<file path="src/rtl/uart_rx_fifo.sv">
// -----------------------------------------------------------------------------
// uart_rx_fifo
//
// Purpose
//   UART receiver with 16x oversampling, 3-sample majority vote per bit,
//   false-start rejection, framing/overrun detection and a show-ahead
//   receive FIFO presented through a valid/ready handshake. Sits between the
//   board RX pin and the image loader; absorbs bursts while the loader stalls.
//
// Optional feature
//   UART_RX_PARITY_EN : when defined, frames carry a parity bit after the data
//                       bits (even when PARITY_ODD=0, odd when 1). Frames with
//                       a bad parity bit are dropped with an o_parity_err pulse.
//                       When undefined, o_parity_err is tied low.
//
// Parameters
//   CLK_FREQ    system clock in Hz
//   BAUD        line rate in bit/s
//   DATA_BITS   data bits per frame (5..8), LSB first
//   FIFO_DEPTH  receive FIFO entries (power of two, >= 2)
//   PARITY_ODD  parity sense, only used with UART_RX_PARITY_EN
//
// Ports
//   i_clk          system clock, rising edge
//   i_rst          asynchronous reset, active low
//   i_rx           serial line, idle high, asynchronous to i_clk
//   o_data         FIFO head word, meaningful when o_data_valid=1
//   o_data_valid   FIFO non-empty
//   i_data_ready   consumer takes the head when o_data_valid && i_data_ready
//   o_fifo_count   number of entries held
//   o_frame_err    1-cycle pulse: stop bit sampled low, frame dropped
//   o_overrun      1-cycle pulse: good frame arrived with FIFO full, dropped
//   o_parity_err   1-cycle pulse: parity mismatch, frame dropped
// -----------------------------------------------------------------------------
module uart_rx_fifo #(
    parameter int CLK_FREQ   = 12000000,
    parameter int BAUD       = 9600,
    parameter int DATA_BITS  = 8,
    parameter int FIFO_DEPTH = 4,
    parameter int PARITY_ODD = 0
) (
    input  logic                              i_clk,
    input  logic                              i_rst,
    input  logic                              i_rx,
    output logic [DATA_BITS-1:0]              o_data,
    output logic                              o_data_valid,
    input  logic                              i_data_ready,
    output logic [$clog2(FIFO_DEPTH+1)-1:0]   o_fifo_count,
    output logic                              o_frame_err,
    output logic                              o_overrun,
    output logic                              o_parity_err
);

    // Rounded clocks per oversampling tick.
    localparam int OVS_DIV = (CLK_FREQ + 8 * BAUD) / (16 * BAUD);
    localparam int DIV_W   = (OVS_DIV > 1) ? $clog2(OVS_DIV) : 1;
    localparam int BCNT_W  = $clog2(DATA_BITS);
    localparam int PTR_W   = $clog2(FIFO_DEPTH);
    localparam int CNT_W   = $clog2(FIFO_DEPTH + 1);

    typedef enum logic [2:0] {
        S_IDLE   = 3'd0,
        S_START  = 3'd1,
        S_DATA   = 3'd2,
        S_PARITY = 3'd3,
        S_STOP   = 3'd4,
        S_BREAK  = 3'd5
    } state_t;

    // 2-of-3 majority used for every bit decision.
    function automatic logic maj3(input logic a, input logic b, input logic c);
        return (a & b) | (a & c) | (b & c);
    endfunction

    // High when data bits plus received parity bit disagree with the parity sense.
    function automatic logic parity_bad(input logic [DATA_BITS-1:0] d, input logic p);
        return ((^d) ^ p) != (PARITY_ODD != 0);
    endfunction

    // ---------------------------------------------------------------- registers
    logic                   r_rx_meta;
    logic                   r_rx_sync;
    logic                   r_rx_prev;
    state_t                 r_state;
    logic [DIV_W-1:0]       r_div_cnt;
    logic [3:0]             r_tick_cnt;
    logic [BCNT_W-1:0]      r_bit_cnt;
    logic                   r_s7;
    logic                   r_s8;
    logic [DATA_BITS-1:0]   r_shift;
    logic [DATA_BITS-1:0]   r_mem [FIFO_DEPTH];
    logic [PTR_W-1:0]       r_wr_ptr;
    logic [PTR_W-1:0]       r_rd_ptr;
    logic [CNT_W-1:0]       r_count;
    logic [DATA_BITS-1:0]   r_data;
    logic                   r_valid;
    logic                   r_frame_err;
    logic                   r_overrun;
    logic                   r_parity_err;

    // ---------------------------------------------------------------- wires
    logic                   w_fall;
    logic                   w_tick;
    logic                   w_mid;
    logic                   w_bit_end;
    logic                   w_maj;
    logic                   w_par_bad;
    state_t                 w_state_nxt;
    logic                   w_push;
    logic                   w_frame_err;
    logic                   w_parity_err;
    logic                   w_shift;
    logic                   w_par_cap;
    logic                   w_pop;
    logic                   w_full;
    logic                   w_wr_en;
    logic                   w_overrun;
    logic [CNT_W-1:0]       w_count_nxt;
    logic [DATA_BITS-1:0]   w_head_nxt;
    logic [PTR_W-1:0]       w_rd_ptr_inc;

    assign w_fall    = r_rx_prev & ~r_rx_sync;
    // Divider sits at zero in IDLE, so the first tick lands on the cycle after the start edge.
    assign w_tick    = (r_state != S_IDLE) && (r_div_cnt == {DIV_W{1'b0}});
    assign w_mid     = w_tick && (r_tick_cnt == 4'd9);
    assign w_bit_end = w_tick && (r_tick_cnt == 4'd15);
    assign w_maj     = maj3(r_s7, r_s8, r_rx_sync);

`ifdef UART_RX_PARITY_EN
    logic r_par_bad;

    // Parity verdict is taken mid parity bit and held until the stop bit decides.
    always_ff @(posedge i_clk or negedge i_rst) begin
        if (!i_rst) begin
            r_par_bad <= 1'b0;
        end else if (w_par_cap) begin
            r_par_bad <= parity_bad(r_shift, w_maj);
        end
    end

    assign w_par_bad = r_par_bad;
`else
    logic w_unused_par;

    assign w_unused_par = parity_bad(r_shift, 1'b0) ^ w_par_cap;
    assign w_par_bad    = 1'b0;
`endif

    // Two-flop synchroniser plus one more flop for falling-edge detection.
    always_ff @(posedge i_clk or negedge i_rst) begin
        if (!i_rst) begin
            r_rx_meta <= 1'b1;
            r_rx_sync <= 1'b1;
            r_rx_prev <= 1'b1;
        end else begin
            r_rx_meta <= i_rx;
            r_rx_sync <= r_rx_meta;
            r_rx_prev <= r_rx_sync;
        end
    end

    // FSM state register.
    always_ff @(posedge i_clk or negedge i_rst) begin
        if (!i_rst) begin
            r_state <= S_IDLE;
        end else begin
            r_state <= w_state_nxt;
        end
    end

    // FSM next state and per-cycle control strobes.
    always_comb begin
        w_state_nxt  = r_state;
        w_push       = 1'b0;
        w_frame_err  = 1'b0;
        w_parity_err = 1'b0;
        w_shift      = 1'b0;
        w_par_cap    = 1'b0;
        case (r_state)
            S_IDLE: begin
                if (w_fall) begin
                    w_state_nxt = S_START;
                end else begin
                    w_state_nxt = S_IDLE;
                end
            end
            S_START: begin
                // A start bit that reads high mid-bit was a glitch.
                if (w_mid && w_maj) begin
                    w_state_nxt = S_IDLE;
                end else if (w_bit_end) begin
                    w_state_nxt = S_DATA;
                end else begin
                    w_state_nxt = S_START;
                end
            end
            S_DATA: begin
                w_shift = w_mid;
                if (w_bit_end && (r_bit_cnt == BCNT_W'(DATA_BITS - 1))) begin
`ifdef UART_RX_PARITY_EN
                    w_state_nxt = S_PARITY;
`else
                    w_state_nxt = S_STOP;
`endif
                end else begin
                    w_state_nxt = S_DATA;
                end
            end
            S_PARITY: begin
                w_par_cap = w_mid;
                if (w_bit_end) begin
                    w_state_nxt = S_STOP;
                end else begin
                    w_state_nxt = S_PARITY;
                end
            end
            S_STOP: begin
                // Deciding at mid stop bit lets the next start edge be caught in its second half.
                if (w_mid) begin
                    if (!w_maj) begin
                        w_frame_err = 1'b1;
                        w_state_nxt = S_BREAK;
                    end else if (w_par_bad) begin
                        w_parity_err = 1'b1;
                        w_state_nxt  = S_IDLE;
                    end else begin
                        w_push      = 1'b1;
                        w_state_nxt = S_IDLE;
                    end
                end else begin
                    w_state_nxt = S_STOP;
                end
            end
            S_BREAK: begin
                // Hold here while the line stays low so a break reports only once.
                if (r_rx_sync) begin
                    w_state_nxt = S_IDLE;
                end else begin
                    w_state_nxt = S_BREAK;
                end
            end
            default: begin
                w_state_nxt = S_IDLE;
            end
        endcase
    end

    // Oversampling divider, tick-within-bit and data-bit counters.
    always_ff @(posedge i_clk or negedge i_rst) begin
        if (!i_rst) begin
            r_div_cnt  <= {DIV_W{1'b0}};
            r_tick_cnt <= 4'd0;
            r_bit_cnt  <= {BCNT_W{1'b0}};
        end else if (r_state == S_IDLE) begin
            r_div_cnt  <= {DIV_W{1'b0}};
            r_tick_cnt <= 4'd0;
            r_bit_cnt  <= {BCNT_W{1'b0}};
        end else begin
            if (r_div_cnt == DIV_W'(OVS_DIV - 1)) begin
                r_div_cnt <= {DIV_W{1'b0}};
            end else begin
                r_div_cnt <= r_div_cnt + DIV_W'(1);
            end
            if (w_tick) begin
                r_tick_cnt <= r_tick_cnt + 4'd1;
            end
            if (w_bit_end && (r_state == S_DATA)) begin
                r_bit_cnt <= r_bit_cnt + BCNT_W'(1);
            end
        end
    end

    // Captures samples at ticks 7 and 8; tick 9 uses the live synced value.
    always_ff @(posedge i_clk or negedge i_rst) begin
        if (!i_rst) begin
            r_s7 <= 1'b1;
            r_s8 <= 1'b1;
        end else if (w_tick && (r_tick_cnt == 4'd7)) begin
            r_s7 <= r_rx_sync;
        end else if (w_tick && (r_tick_cnt == 4'd8)) begin
            r_s8 <= r_rx_sync;
        end
    end

    // Data shift register, LSB arrives first so bits enter at the top.
    always_ff @(posedge i_clk or negedge i_rst) begin
        if (!i_rst) begin
            r_shift <= {DATA_BITS{1'b0}};
        end else if (w_shift) begin
            r_shift <= {w_maj, r_shift[DATA_BITS-1:1]};
        end
    end

    // FIFO control: push/pop qualification, next count and next show-ahead head.
    always_comb begin
        w_pop        = r_valid && i_data_ready;
        w_full       = (r_count == CNT_W'(FIFO_DEPTH));
        // A pop in the same cycle frees the slot the push needs.
        w_wr_en      = w_push && (!w_full || w_pop);
        w_overrun    = w_push && w_full && !w_pop;
        w_rd_ptr_inc = r_rd_ptr + PTR_W'(1);
        case ({w_wr_en, w_pop})
            2'b10:   w_count_nxt = r_count + CNT_W'(1);
            2'b01:   w_count_nxt = r_count - CNT_W'(1);
            default: w_count_nxt = r_count;
        endcase
        if (w_count_nxt == {CNT_W{1'b0}}) begin
            w_head_nxt = r_data;
        end else if (r_count == {CNT_W{1'b0}}) begin
            w_head_nxt = r_shift;
        end else if (w_pop) begin
            // With one entry left, the new head is the word being written this cycle.
            if (r_count == CNT_W'(1)) begin
                w_head_nxt = r_shift;
            end else begin
                w_head_nxt = r_mem[w_rd_ptr_inc];
            end
        end else begin
            w_head_nxt = r_data;
        end
    end

    // FIFO storage.
    always_ff @(posedge i_clk or negedge i_rst) begin
        if (!i_rst) begin
            for (int i = 0; i < FIFO_DEPTH; i++) begin
                r_mem[i] <= {DATA_BITS{1'b0}};
            end
        end else if (w_wr_en) begin
            r_mem[r_wr_ptr] <= r_shift;
        end
    end

    // FIFO pointers, count, registered head/valid and error pulses.
    always_ff @(posedge i_clk or negedge i_rst) begin
        if (!i_rst) begin
            r_wr_ptr     <= {PTR_W{1'b0}};
            r_rd_ptr     <= {PTR_W{1'b0}};
            r_count      <= {CNT_W{1'b0}};
            r_data       <= {DATA_BITS{1'b0}};
            r_valid      <= 1'b0;
            r_frame_err  <= 1'b0;
            r_overrun    <= 1'b0;
            r_parity_err <= 1'b0;
        end else begin
            if (w_wr_en) begin
                r_wr_ptr <= r_wr_ptr + PTR_W'(1);
            end
            if (w_pop) begin
                r_rd_ptr <= w_rd_ptr_inc;
            end
            r_count      <= w_count_nxt;
            r_data       <= w_head_nxt;
            r_valid      <= (w_count_nxt != {CNT_W{1'b0}});
            r_frame_err  <= w_frame_err;
            r_overrun    <= w_overrun;
            r_parity_err <= w_parity_err;
        end
    end

    assign o_data       = r_data;
    assign o_data_valid = r_valid;
    assign o_fifo_count = r_count;
    assign o_frame_err  = r_frame_err;
    assign o_overrun    = r_overrun;
    assign o_parity_err = r_parity_err;

endmodule

</file>
<file path="config.mk">
export PLATFORM = sky130hd
export DESIGN_NAME = uart_rx_fifo
export DESIGN_NICKNAME = d
export VERILOG_FILES = /design/src/rtl/uart_rx_fifo.sv
export SDC_FILE = /design/constraint.sdc
export NUM_CORES = 1
export LEC_CHECK = 0
export ABC_CLOCK_PERIOD_IN_PS = 2500
export BUFFER_PORTS_ARGS = -buffer_cell sky130_fd_sc_hd__buf_2
export CAP_MARGIN = 20
export CORE_ASPECT_RATIO = 1.75
export CORE_MARGIN = 2
export CORE_UTILIZATION = 55
export DETAILED_ROUTE_END_ITERATION = 8
export PLACE_DENSITY = 0.81
export RECOVER_POWER = 100
export SLEW_MARGIN = 40
export SYNTH_ARGS = -nofsm -noshare
export SYNTH_HDL_FRONTEND = slang
export SYNTH_SLANG_ARGS = --single-unit
</file>
<file path="constraint.sdc">
create_clock -name i_clk -period 2.5 [get_ports i_clk]
set_input_delay 0.375 -clock i_clk [delete_from_list [all_inputs] [get_ports i_clk]]
set_output_delay 0.375 -clock i_clk [all_outputs]
set_load 0.03 [all_outputs]
</file>
==> results.md, run 1 <==
Logic synthesis:
- The synthesized design contains 0 enable-type register cells.
- Summing every instance area after synthesis gives roughly 3900 um2.
- The post-synth net total is between 300 and 400.
- After synthesis, the share of flip-flops with an asynchronous set or reset is 100.0%.
- The biggest area consumer among synthesized cells is sky130_fd_sc_hd__dfrtp_1.
- Synthesis inferred 80 register bits.
- Sorting the synthesized cells by area gives the leading types as sky130_fd_sc_hd__dfrtp_1 48%, sky130_fd_sc_hd__mux2_2 17%, sky130_fd_sc_hd__ha_1 5.2%.
- The top cell type's share of synthesized area is between 40% and 50%.
- The Yosys warning count is 0.
- A synthesized cell averages 12.96 um2.
- The most used flip-flop cell after synthesis is sky130_fd_sc_hd__dfrtp_1.
- Summing the sequential cell areas from Yosys gives 51.82% of the chip area.
- After technology mapping, the gate count stands at 299.
- The unique cell type count in the Yosys netlist is 45.

Clock tree:
- The clock root buffer is sky130_fd_sc_hd__clkbuf_16.
- The maximum clock path buffer count is 2.
- CTS built an H-tree with a depth of 3.
- The clock insertion delay at the later pin of the skew report is 330 ps.
- The number of clock buffers inserted by TritonCTS is 9.
- TritonCTS built the clock tree.
- The number of clock sinks seen by CTS is 80.
- Clock-pin slew was measured on the worst setup and hold paths at 60 ps.

Status:
- The run finished with clean final reports.

Final layout:
- The total area of sequential cells is 2008 um2.
- The commonest non-fill, non-tap cell in the layout is sky130_fd_sc_hd__dfrtp_1.
- In the final layout, the share of cells above drive strength 1 is a little over a third.
- The diode insertion count for antenna repair is 0.
- The multi-input combinational cells in the finished layout cover a total of about 1800 um2.
- The finished layout holds 434 standard cells, fillers aside.
- Compared with the post-synthesis result, the final layout area differs by 16.85%.
- Leaving out fill and tap cells, the most frequent cells in the layout are 75 x sky130_fd_sc_hd__dfrtp_1, 58 x sky130_fd_sc_hd__mux2_2, 26 x sky130_fd_sc_hd__buf_4, 22 x sky130_fd_sc_hd__nand2_1, 18 x sky130_fd_sc_hd__nor2_1.
- The number of fillers in the final layout is between 400 and 500.
- The post-layout net count is 366.

Critical path:
- The highest fanout seen on the critical path is 8.
- The dominant delay contributor by cell family on the critical path is simple AND/OR/NAND/NOR gates.
- Among all stages on the critical path, the largest delay is contributed by sky130_fd_sc_hd__or4_4.
- STA classifies the critical path startpoint as a flop.
- Counting cells, the worst reg-to-reg path comes to 9.
- By startpoint and endpoint, the worst setup path is classified as flop to flop.
- The worst setup path is captured at a flop.
- The critical path goes through inv_1, ha_1, nor4b_4, and3_4, a21oi_2, or4_4, a32oi_4, buf_12, mux2_2.
- STA puts the critical path data arrival time at 2700 ps.
- STA puts the critical path data required time at roughly 2700 ps.
- The biggest cell delay along the critical path is approximately 500 ps.
- The sum of buffers and inverters on the critical path is 2.
- The critical path crosses 9 cells after its start point.

Die:
- The floorplan die height is 115.0 um.
- The core region is 6857 um2.
- For this configuration, the core starts out at a cell density of about 57%.
- The area of the die is ~7800 um2.
- In this run the count of I/O pins placed on the die edge is 19.
- The floorplan has 40 rows.
- The die width is about 67 um.

Routing:
- In the routed layout, each cell is associated on average with a via count of 5.668.
- The detail-routed net length per standard cell is 17.67 um.
- The initial DRC count is 155.
- The total routed wirelength is 7668 um.
- The first-pass iteration count of the detailed router is 4.
- In the routed design, unresolved DRC markers number 0.
- The antenna violation net count after detailed routing is 0.
- The detailed router placed about 2,500 vias in this run.

Power:
- The total power of the final layout is 3.132 mW.
- The power density over the cells is 691.7 nW/um2.
- Summed over all cells, the static leakage comes to 2.197 nW.
- IR analysis of the VDD net gives a maximum drop of 0.4528 mV.

Place:
- The congestion estimate from routability-driven global placement came to 0.8311.
- The HPWL after detailed placement is roughly 5500 um.
- The count of input and output buffers is 17.
- Prior to clock tree synthesis, the placed netlist has a worst setup slack of -86.30 ps.
- The total instance count after detailed placement is 416.

STA:
- The largest clock skew in the final design is 4.771 ps.
- The minimum setup slack in the final design is 12.76 ps.
- The clock period could shrink to 2487 ps.
- Setup violations remaining at the end of the flow were counted as 0.
- The number of hold-slack violations in the final timing report is 0.
- The final-report max-slew violation count came to 0.
- The worst slew slack as a fraction of its limit is roughly 18%.
- The transition at the pin with the smallest max-transition slack is around 1200 ps.
- The post-route worst hold slack is approximately 140 ps.
- Static timing analysis puts the maximum clock frequency at 402.1 MHz.
- Setup repair after global routing could not meet its margin everywhere.
- The period utilization is 99.49%.

Flow run:
- Max-cap violations in this run came to 0.

Global route:
- The number of global-route vias before repair is 2,685.
- The number of antenna violations at the first check in global routing was 0.
- The aggregate global-route resource usage is 22.60%.
- The total grt overflow is 0.
- The maximum number of pins on one net before global-route repair is 52.
- The first global-routing pass estimated 12,840 um of wire.

Worst hold path:
- The type of the tightest min-delay check is input port to flop.
- The instance count along the most critical hold path is 1.
## worst paths after layout
check	from	to	slack, ps
max	r_div_cnt[1]	o_data[1]	10
min	i_rx	r_rx_meta	140
max reg2reg	r_div_cnt[1]	o_data[1]	10
min reg2reg	r_rx_meta	r_rx_sync	350
max in group asynchronous	i_rst	r_wr_ptr[0]	860
min in group asynchronous	i_rst	o_data[1]	300
## final cells by class
class,count,area share [%]
Clock buffer,12,5.443
Clock inverter,3,0.9395
Inverter,12,0.9948
Multi-Input combinational cell,197,39.51
Sequential cell,80,44.35
Tap cell,84,2.321
Timing Repair Buffer,46,6.438
## state kept, by name, summed over array words and instances, names as in the netlist
name and count:
o_data 8, o_data_valid 1, o_fifo_count 3, o_frame_err 1
o_overrun 1, r_bit_cnt 3, r_div_cnt 7, r_mem 32
r_rd_ptr 2, r_rx_meta 1, r_rx_prev 1, r_rx_sync 1
r_s7 1, r_s8 1, r_shift 8, r_state 3
r_tick_cnt 4, r_wr_ptr 2
## per-stage QoR
stage	setup TNS (ps)	area (um2)	utilization (%)
after floorplan	-149.0	3875	-
after global placement	-55.95	4229	61.68
after detailed placement	-562.0	4229	61.68
after CTS	0	4551	66.37
after global routing	-303.2	4528	66.04
final	0	4528	66.04
## Yosys cell counts, drive strengths merged (4+ instances only)
master and instances:
a22o 5, and3 4, clkbuf 7, dfrtp 75, dfstp 5, ha 16, inv 12, mux2 59
mux4 8, nand2 22, nand3 4, nor2 18, o21ai 4, xnor2 8, xor2 5
## where the power goes
part / switching, mW / internal, mW
logic: 0.241 / 0.206
registers: 0.0454 / 1.36
clock network: 0.482 / 0.793
## kinds of logic after synthesis
| family | after synthesis | synth area share (%) |
|---|---|---|
| DFF | 80 | 51.82 |
| muxes | 70 | 22.57 |
| and+or+nand+nor | 69 | 9.137 |
| AOI/OAI and AO/OA | 27 | 5.618 |
| buffers and inverters | 22 | 2.357 |
| adders and majority gates | 17 | 5.457 |
| xor gates and xnor gates | 13 | 2.938 |
| other | 1 | 0.09678 |
## routing by layer
layer | routed length [um] | part of all wire, % | up-vias | GRT usage, %
li1 | - | - | 1161 | -
met1 | 2931 | 38 | 1258 | 24.10
met2 | 4433 | 58 | 32 | 41.65
met3 | 148 | 1.9 | 9 | 4.501
met4 | 155 | 2.0 | 0 | 9.796
met5 | 0 | 0 | - | 0
## timing repair
action / in CTS / in global routing
endpoints found under the setup margin: 8 / 8
gates cloned: 0 / 0
hold buffers: 0 / 0
hold endpoints to repair: 0 / 0
buffers inserted: 2 / 1
pin swaps: 2 / 1
resized for setup: 1 / 2
No activity file was read; power rests on OpenSTA's default activity.
==> run 2: changes to the inputs <==
==> constraint.sdc (replaced) <==
create_clock -name i_clk -period 2.5 [get_ports i_clk]
set_input_delay 0 -clock i_clk [delete_from_list [all_inputs] [get_ports i_clk]]
set_output_delay 0 -clock i_clk [all_outputs]
set_load 0.03 [all_outputs]
==> results.md, run 2 (same netlist as run 1, synthesis figures left out) <==
Status:
- The flow ran to the end, but the final reports show violations.
- The checks that failed: capacitance limit, slew limit.

Routing:
- The antenna violation net count after detailed routing is 0 (unchanged).
- The first-pass iteration count of the detailed router is 4 (unchanged).
- The via count of the routed design came to 2,530 (+2.8%).
- The initial DRC count came to 159 (+2.6%).
- The total routed wirelength is 8167 um (+6.5%).
- The post-detailed-route via-to-cell ratio was 5.763 (+1.7%).
- The DRC violations left is 0 (unchanged).
- The detail-routed net length per standard cell is 18.60 um (+5.3%).

Final layout:
- From synthesis to final layout, the design area changed by 19.50%.
- The post-layout net count was 370 (+1.1%).
- The fraction of final layout cells sized beyond drive strength 1 was 37.46% (+1.5 points).
- The library cell used most frequently in the layout, excluding fill and tap cells, is sky130_fd_sc_hd__dfrtp_1.
- The top cell types in the final layout, fill and taps aside, are 75 x sky130_fd_sc_hd__dfrtp_1, 51 x sky130_fd_sc_hd__mux2_2, 29 x sky130_fd_sc_hd__buf_4, 22 x sky130_fd_sc_hd__nand2_1, 18 x sky130_fd_sc_hd__nor2_1.
- The post-layout utilization of the core came to 67.54% (+1.5 points).
- The flip-flop count of the largest register, all copies and words added was 32 (unchanged).
- The diode insertion count for antenna repair is 0 (unchanged).
- The footprint of the multi-input gates came to 1828 um2 (+2.2%).
- Counting flops per register, the top entry is r_mem.
- The total area of sequential cells is 2008 um2 (unchanged).
- The number of fillers in the final layout is 501 (+0.60%).

STA:
- The minimum setup slack in the final design is 30.73 ps (+17.97 ps).
- The worst slew slack as a fraction of its limit came to -28.30% (-46 points).
- The largest clock skew in the final design is 4.482 ps (-0.2885 ps).
- The total setup violations reported at the end of the flow is 0 (unchanged).
- The period utilization is 98.77% (-0.72 points).
- The transition at the pin with the smallest max-transition slack is 1924 ps (+695.9 ps).
- The number of hold-slack violations in the final timing report is 0 (unchanged).
- The final-report max-slew violation count is 81 (+81).
- The post-route worst hold slack is 55.13 ps (-85.91 ps).
- The time the final worst path needs with I/O delays and setup was 2469 ps (-17.97 ps).
- The sum of negative setup slack was 0 ps (unchanged).
- The maximum achievable frequency is 405.0 MHz (+0.73%).
- Setup repair after global routing could not meet its margin everywhere.

Critical path:
- The element type at the critical path end is a flop.
- The logic depth of the worst register-to-register path came to 9 (unchanged).
- The most frequent cell on the critical path is sky130_fd_sc_hd__and3_4.
- The endpoint required time on the critical path came to 2720 ps (about the same).
- The worst register-to-register path begins at r_tick_cnt[1].
- The flop-to-flop setup slack is 30 ps (+20 ps).
- The biggest cell delay along the critical path is 500 ps (about the same).
- The signal arrival time at the worst endpoint came to 2690 ps (about the same).
- The highest fanout seen on the critical path is 8 (unchanged).
- The endpoint identified for the worst register-to-register timing path is o_data[2].
- The type of element launching the critical path is a flop.
- For this design, the slowest cell found on the critical path is sky130_fd_sc_hd__or4_4.
- Walking the worst path, the cells encountered are inv_2, ha_4, and3b_1, and3_4, and3_4, or4_4, a32oi_4, buf_12, mux2_4.
- The kind of critical path is flop to flop.

Die:
- The effective utilization at floorplan is 56.51% (unchanged).
- The area of the die is 7759 um2 (unchanged).
- The floorplan die height was 115.0 um (unchanged).
- The die width is 67.45 um (unchanged).
- The number of placement rows is 40 (unchanged).
- The placeable core region came to 6857 um2 (unchanged).
- The top-level port count is 19 (unchanged).

Clock tree:
- The clock root buffer is sky130_fd_sc_hd__clkbuf_16.
- The number of clock sinks seen by CTS is 80 (unchanged).
- The number of clock buffers inserted by TritonCTS was 9 (unchanged).
- The clock insertion delay at the later pin of the skew report is 330 ps (about the same).
- The maximum clock path buffer count is 2 (unchanged).
- The clock-pin slew of the registers on the worst-case setup and hold paths was 60 ps (about the same).
- The deepest level of the CTS H-tree is 3 (unchanged).
- The clock tree from TritonCTS is yes.

Power:
- The total power of the final layout was 3.270 mW (+4.4%).
- The net switching fraction of the power is 24.74% (+0.21 points).
- The portion of total power attributed to the clock network was 42.0% (+1.3 points).
- The maximum vdd drop is 0.4494 mV (-0.74%).
- The power density over the cells was 706.1 nW/um2 (+2.1%).
- The switching component of the power is 0.8088 mW (+5.3%).
- The relative contribution of sequential cells to total power is 43.4% (-1.6 points).
- The standby leakage power was 2.255 nW (+2.6%).
- The proportion of power drawn by combinational gates is 14.5% (+0.2 points).
- The internal power contribution is 2.461 mW (+4.1%).

Worst hold path:
- The instance count along the most critical hold path is 3 (+2).
- For hold timing, the worst endpoint is r_rd_ptr[0].
- The worst hold path startpoint is i_data_ready.
- The min-delay analysis places its worst path in the category input port to flop.

Global route:
- The maximum number of pins on one net before global-route repair was 81 (+56%).
- The number of global-route vias before repair came to 2,644 (-1.5%).
- The first-pass GRT wire length is 12,850 um (about the same).
- The total grt overflow came to 0 (unchanged).
- The aggregate global-route resource usage is 22.73% (+0.13 points).
- The number of antenna violations at the first check in global routing is 0 (unchanged).

Place:
- The routability congestion estimate is 0.8264 (-0.57%).
- The count of input and output buffers is 17 (unchanged).
- The estimated wirelength of the detail-placed design came to 5566 um (+1.8%).
- The setup slack at placement was -80.39 ps (+5.905 ps).

Flow run:
- The reported max-cap violation count is 1 (+1).
-- run 2: power by group through the flow --
stage	sequential [mW]	combinational [mW]	clock (mW)
after global placement	1.43	0.424	0
after floorplan	1.45	0.238	0
after detailed placement	1.43	0.447	0
after global routing	1.43	0.538	1.46
after CTS	1.41	0.456	1.39
final	1.42	0.476	1.37
-- run 2: per-stage QoR --
stage	instances	instance area [um2]
finish	439	4631
global route	439	4631
CTS	435	4579
detailed placement	416	4220
global placement	416	4217
floorplan	299	3875
-- run 2: how the worst max path moves through the flow --
stage | depth (start not counted) | to | slack, ps | start
finish | 9 | o_data[2] | 30 | r_tick_cnt[1]
global route | 9 | o_data[2] | -40 | r_tick_cnt[1]
CTS | 9 | o_data[2] | 0.8 | r_div_cnt[1]
detailed placement | 8 | o_data[2] | -80 | r_div_cnt[1]
global placement | 8 | o_data[2] | 10 | r_div_cnt[1]
floorplan | 8 | o_data[0] | -20 | r_tick_cnt[0]
-- run 2: layout make-up --
cell class,instances,area share (%)
flip-flops and latches,80,43.37
inverters,12,0.9727
repair buffers,50,7.133
multi-input cells,197,39.48
clock buffers,11,5.026
well taps,84,2.270
clock inverters,5,1.756
-- run 2: metal layers --
metal  part of all wire [%]  up-vias  global-route usage, %
li1                       -     1170                      -
met1                     38     1319                  23.73
met2                     58       31                  43.23
met3                    2.2       10                  4.110
met4                    1.7        0                  8.707
met5                      0        -                      0
-- run 2: critical path: cells and delay by family (launching register included) --
kind	cells	cell delay (ps)
adder cells (fa/ha/maj)	1	150
buffers and inverters	2	240
flip-flops	1	370
multiplexers	1	310
AO/OA/AOI/OAI	1	260
AND/OR/NAND/NOR	4	1020
-- run 2: repair_timing --
item | 4_1_cts | 5_1_grt
endpoints found under the setup margin | 8 | 8
gates resized for setup | 2 | 12
hold buffers | 2 | 0
endpoints found under the hold margin | 76 | 0
setup buffers | 1 | 4
pin swaps | 2 | 3
==> run 3: changes to the inputs <==
--- a/config.mk
+++ b/config.mk
@@ -6,7 +6,7 @@
 export NUM_CORES = 1
 export LEC_CHECK = 0
 export ABC_CLOCK_PERIOD_IN_PS = 2500
-export BUFFER_PORTS_ARGS = -buffer_cell sky130_fd_sc_hd__buf_2
+export BUFFER_PORTS_ARGS = -buffer_cell sky130_fd_sc_hd__buf_4
 export CAP_MARGIN = 20
 export CORE_ASPECT_RATIO = 1.75
 export CORE_MARGIN = 2
==> results.md, run 3 (same netlist as run 1, synthesis figures left out) <==
STA:
- The maximum achievable frequency is 405.5 MHz (+0.13%).
- The post-route worst hold slack came to 80.16 ps (+25.03 ps).
- The largest clock skew in the final design is 4.404 ps (-0.07830 ps).
- The sum of negative setup slack is 0 ps (unchanged).
- The total setup violations reported at the end of the flow was 0 (unchanged).
- The time the final worst path needs with I/O delays and setup is 2466 ps (-3.131 ps).
- The final-report max-slew violation count came to 81 (unchanged).
- The number of hold-slack violations in the final timing report was 0 (unchanged).
- The period utilization came to 98.65% (-0.13 points).
- The worst slew slack as a fraction of its limit came to -28.32% (about the same).
- The transition at the pin with the smallest max-transition slack is 1925 ps (+0.2440 ps).
- Setup repair after global routing could not meet its margin everywhere.

Critical path:
- The signal arrival time at the worst endpoint came to 2680 ps (about the same).
- The endpoint required time on the critical path is 2720 ps (about the same).
- The cell with the biggest individual delay on the critical path is sky130_fd_sc_hd__or4_4.
- By startpoint and endpoint, the worst setup path is classified as flop to flop.
- The biggest cell delay along the critical path came to 510 ps (about the same).
- The logic depth of the worst register-to-register path is 9 (unchanged).
- The kind of cell with the highest combined delay along the critical path is simple AND/OR/NAND/NOR gates.
- The type of element launching the critical path is a flop.
- The element type at the critical path end is a flop.
- The highest fanout seen on the critical path came to 8 (unchanged).
- The flop-to-flop setup slack is 30 ps (about the same).
- In this run the critical register-to-register path is captured at o_data[1].
- The sum of buffers and inverters on the critical path came to 2 (unchanged).
- Traced cell by cell, the critical path runs through inv_2, ha_4, nor4b_4, and3_4, a21oi_2, or4_4, a32oi_4, buf_12, mux2_2.
- The launching point of the worst reg2reg path is r_div_cnt[1].

Clock tree:
- TritonCTS built the clock tree.
- The clock insertion delay at the later pin of the skew report is 330 ps (about the same).
- The maximum clock path buffer count is 2 (unchanged).
- The clock root buffer is sky130_fd_sc_hd__clkbuf_16.
- The number of clock buffers inserted by TritonCTS was 9 (unchanged).
- The clock-pin slew of the registers on the worst-case setup and hold paths is 60 ps (about the same).
- The number of clock sinks seen by CTS is 80 (unchanged).
- The deepest level of the CTS H-tree was 3 (unchanged).

Final layout:
- The flip-flop count of the largest register, all copies and words added is 32 (unchanged).
- The top register by number of flip-flops is r_mem.
- The post-layout net count is 371 (+0.27%).
- The final non-filler cell area is 4608 um2 (-0.49%).
- The top cell types in the final layout, fill and taps aside, are 75 x sky130_fd_sc_hd__dfrtp_1, 55 x sky130_fd_sc_hd__mux2_2, 33 x sky130_fd_sc_hd__buf_4, 22 x sky130_fd_sc_hd__nand2_1, 18 x sky130_fd_sc_hd__nor2_1.
- The fraction of final layout cells sized beyond drive strength 1 is 37.46% (unchanged).
- The non-filler instance count after layout was 439 (unchanged).
- The diode insertion count for antenna repair was 0 (unchanged).
- Compared with the post-synthesis result, the final layout area differs by 18.92%.
- The commonest non-fill, non-tap cell in the layout is sky130_fd_sc_hd__dfrtp_1.

Worst hold path:
- The hold path endpoint is r_rd_ptr[0].
- The instance count along the most critical hold path is 3 (unchanged).
- The tightest min-delay check is of the input port to flop type.
- The worst hold path startpoint is i_data_ready.

Routing:
- The detail-routed net length per standard cell is 17.68 um (-5.0%).
- The first-pass iteration count of the detailed router is 4 (unchanged).
- The via count of the routed design is 2,550 (+0.79%).
- The DRC violations left came to 0 (unchanged).
- The initial DRC count is 212 (+33%).
- The post-detailed-route via-to-cell ratio is 5.809 (+0.79%).
- The antenna violation net count after detailed routing is 0 (unchanged).
- The total routed wirelength is 7761 um (-5.0%).

Power:
- The maximum vdd drop is 0.4204 mV (-6.5%).
- The relative contribution of sequential cells to total power is 44.6% (+1.2 points).
- The net switching fraction of the power is 24.42% (-0.32 points).
- The standby leakage power is 2.236 nW (-0.82%).
- The switching component of the power is 0.7757 mW (-4.1%).
- The total power of the final layout is 3.176 mW (-2.9%).
- The proportion of power drawn by combinational gates was 15.5% (+1.0 points).
- The portion of total power attributed to the clock network is 40.0% (-2.0 points).
- The internal power contribution is 2.401 mW (-2.4%).
- The power density over the cells is 689.3 nW/um2 (-2.4%).

Status:
- The checks that failed: capacitance limit, slew limit.
- The flow ran to the end, but the final reports show violations.

Global route:
- The aggregate global-route resource usage came to 23.13% (+0.41 points).
- The first-pass GRT wire length came to 13,040 um (+1.5%).
- The total grt overflow is 0 (unchanged).
- The number of global-route vias before repair is 2,703 (+2.2%).
- The number of antenna violations at the first check in global routing was 0 (unchanged).
- The maximum number of pins on one net before global-route repair came to 81 (unchanged).

Die:
- The floorplan die height is 115.0 um (unchanged).
- The top-level port count is 19 (unchanged).
- The area of the die is 7759 um2 (unchanged).
- The placeable core region is 6857 um2 (unchanged).
- The effective utilization at floorplan was 56.51% (unchanged).
- The number of placement rows came to 40 (unchanged).
- The die width is 67.45 um (unchanged).

Place:
- The routability congestion estimate is 0.8431 (+2.0%).
- The total instance count after detailed placement came to 417 (+0.24%).
- The post-place instance area is 4268 um2 (+1.1%).
- The estimated wirelength of the detail-placed design is 5298 um (-4.8%).
- The count of input and output buffers came to 17 (unchanged).

Flow run:
- The reported max-cap violation count was 1 (unchanged).
[run 3: cell count changes in the layout (fill, tap and decap cells not counted), sizes merged]
cell	before	now
buf	33	34
bufinv	2	1
clkbuf	26	27
clkinv	2	1
[run 3: layout make-up]
class | count | area, um2
clock inverters | 3 | 42.54
inverters | 12 | 45.04
fillers | 521 | 2248
well taps | 84 | 105.1
repair buffers | 51 | 349.1
multi-input cells | 197 | 1812
clock buffers | 12 | 246.5
flip-flops and latches | 80 | 2008
[run 3: worst max-delay path by stage]
stage / from / to / slack (ps) / cells past startpoint
global route: r_div_cnt[1] / o_data[0] / -70 / 9
detailed placement: r_div_cnt[1] / o_data[2] / -130 / 8
finish: r_div_cnt[1] / o_data[1] / 30 / 9
global placement: r_div_cnt[1] / o_data[2] / -10 / 8
CTS: r_div_cnt[1] / o_data[4] / 2 / 9
floorplan: r_tick_cnt[0] / o_data[0] / -20 / 8
[run 3: repair_timing]
action / in CTS / in global routing
hold buffers: 2 / 0
setup buffers: 4 / 1
setup endpoints to repair: 8 / 8
gates resized for setup: 5 / 5
pin swaps: 2 / 1
hold endpoints to repair: 76 / 0
[run 3: routing by layer]
layer / global-route usage, % / part of all wire [%]
met1: 24.52 / 38
met2: 41.06 / 57
met3: 5.675 / 2.7
met4: 12.11 / 2.5
met5: 0 / 0
[run 3: power groups by stage]
stage,logic (mW),registers (mW),clock network [mW]
after floorplan,0.238,1.45,0
after global placement,0.421,1.43,0
after detailed placement,0.438,1.43,0
after CTS,0.472,1.41,1.30
after global routing,0.553,1.42,1.37
final,0.491,1.42,1.27
[run 3: worst reg2reg max path: stages, from the launching register on]
cell	delay, ps
sky130_fd_sc_hd__dfrtp_1	390
sky130_fd_sc_hd__inv_2	90
sky130_fd_sc_hd__ha_4	120
sky130_fd_sc_hd__nor4b_4	210
sky130_fd_sc_hd__and3_4	230
sky130_fd_sc_hd__a21oi_2	60
sky130_fd_sc_hd__or4_4	510
sky130_fd_sc_hd__a32oi_4	260
sky130_fd_sc_hd__buf_12	160
sky130_fd_sc_hd__mux2_2	330
[run 3: metrics by stage]
step | setup WS, ps | util [%]
floorplan | -18.63 | -
global placement | -11.23 | 62.19
detailed placement | -125.9 | 62.24
CTS | 1.987 | 67.59
global route | -71.67 | 67.21
finish | 33.86 | 67.21
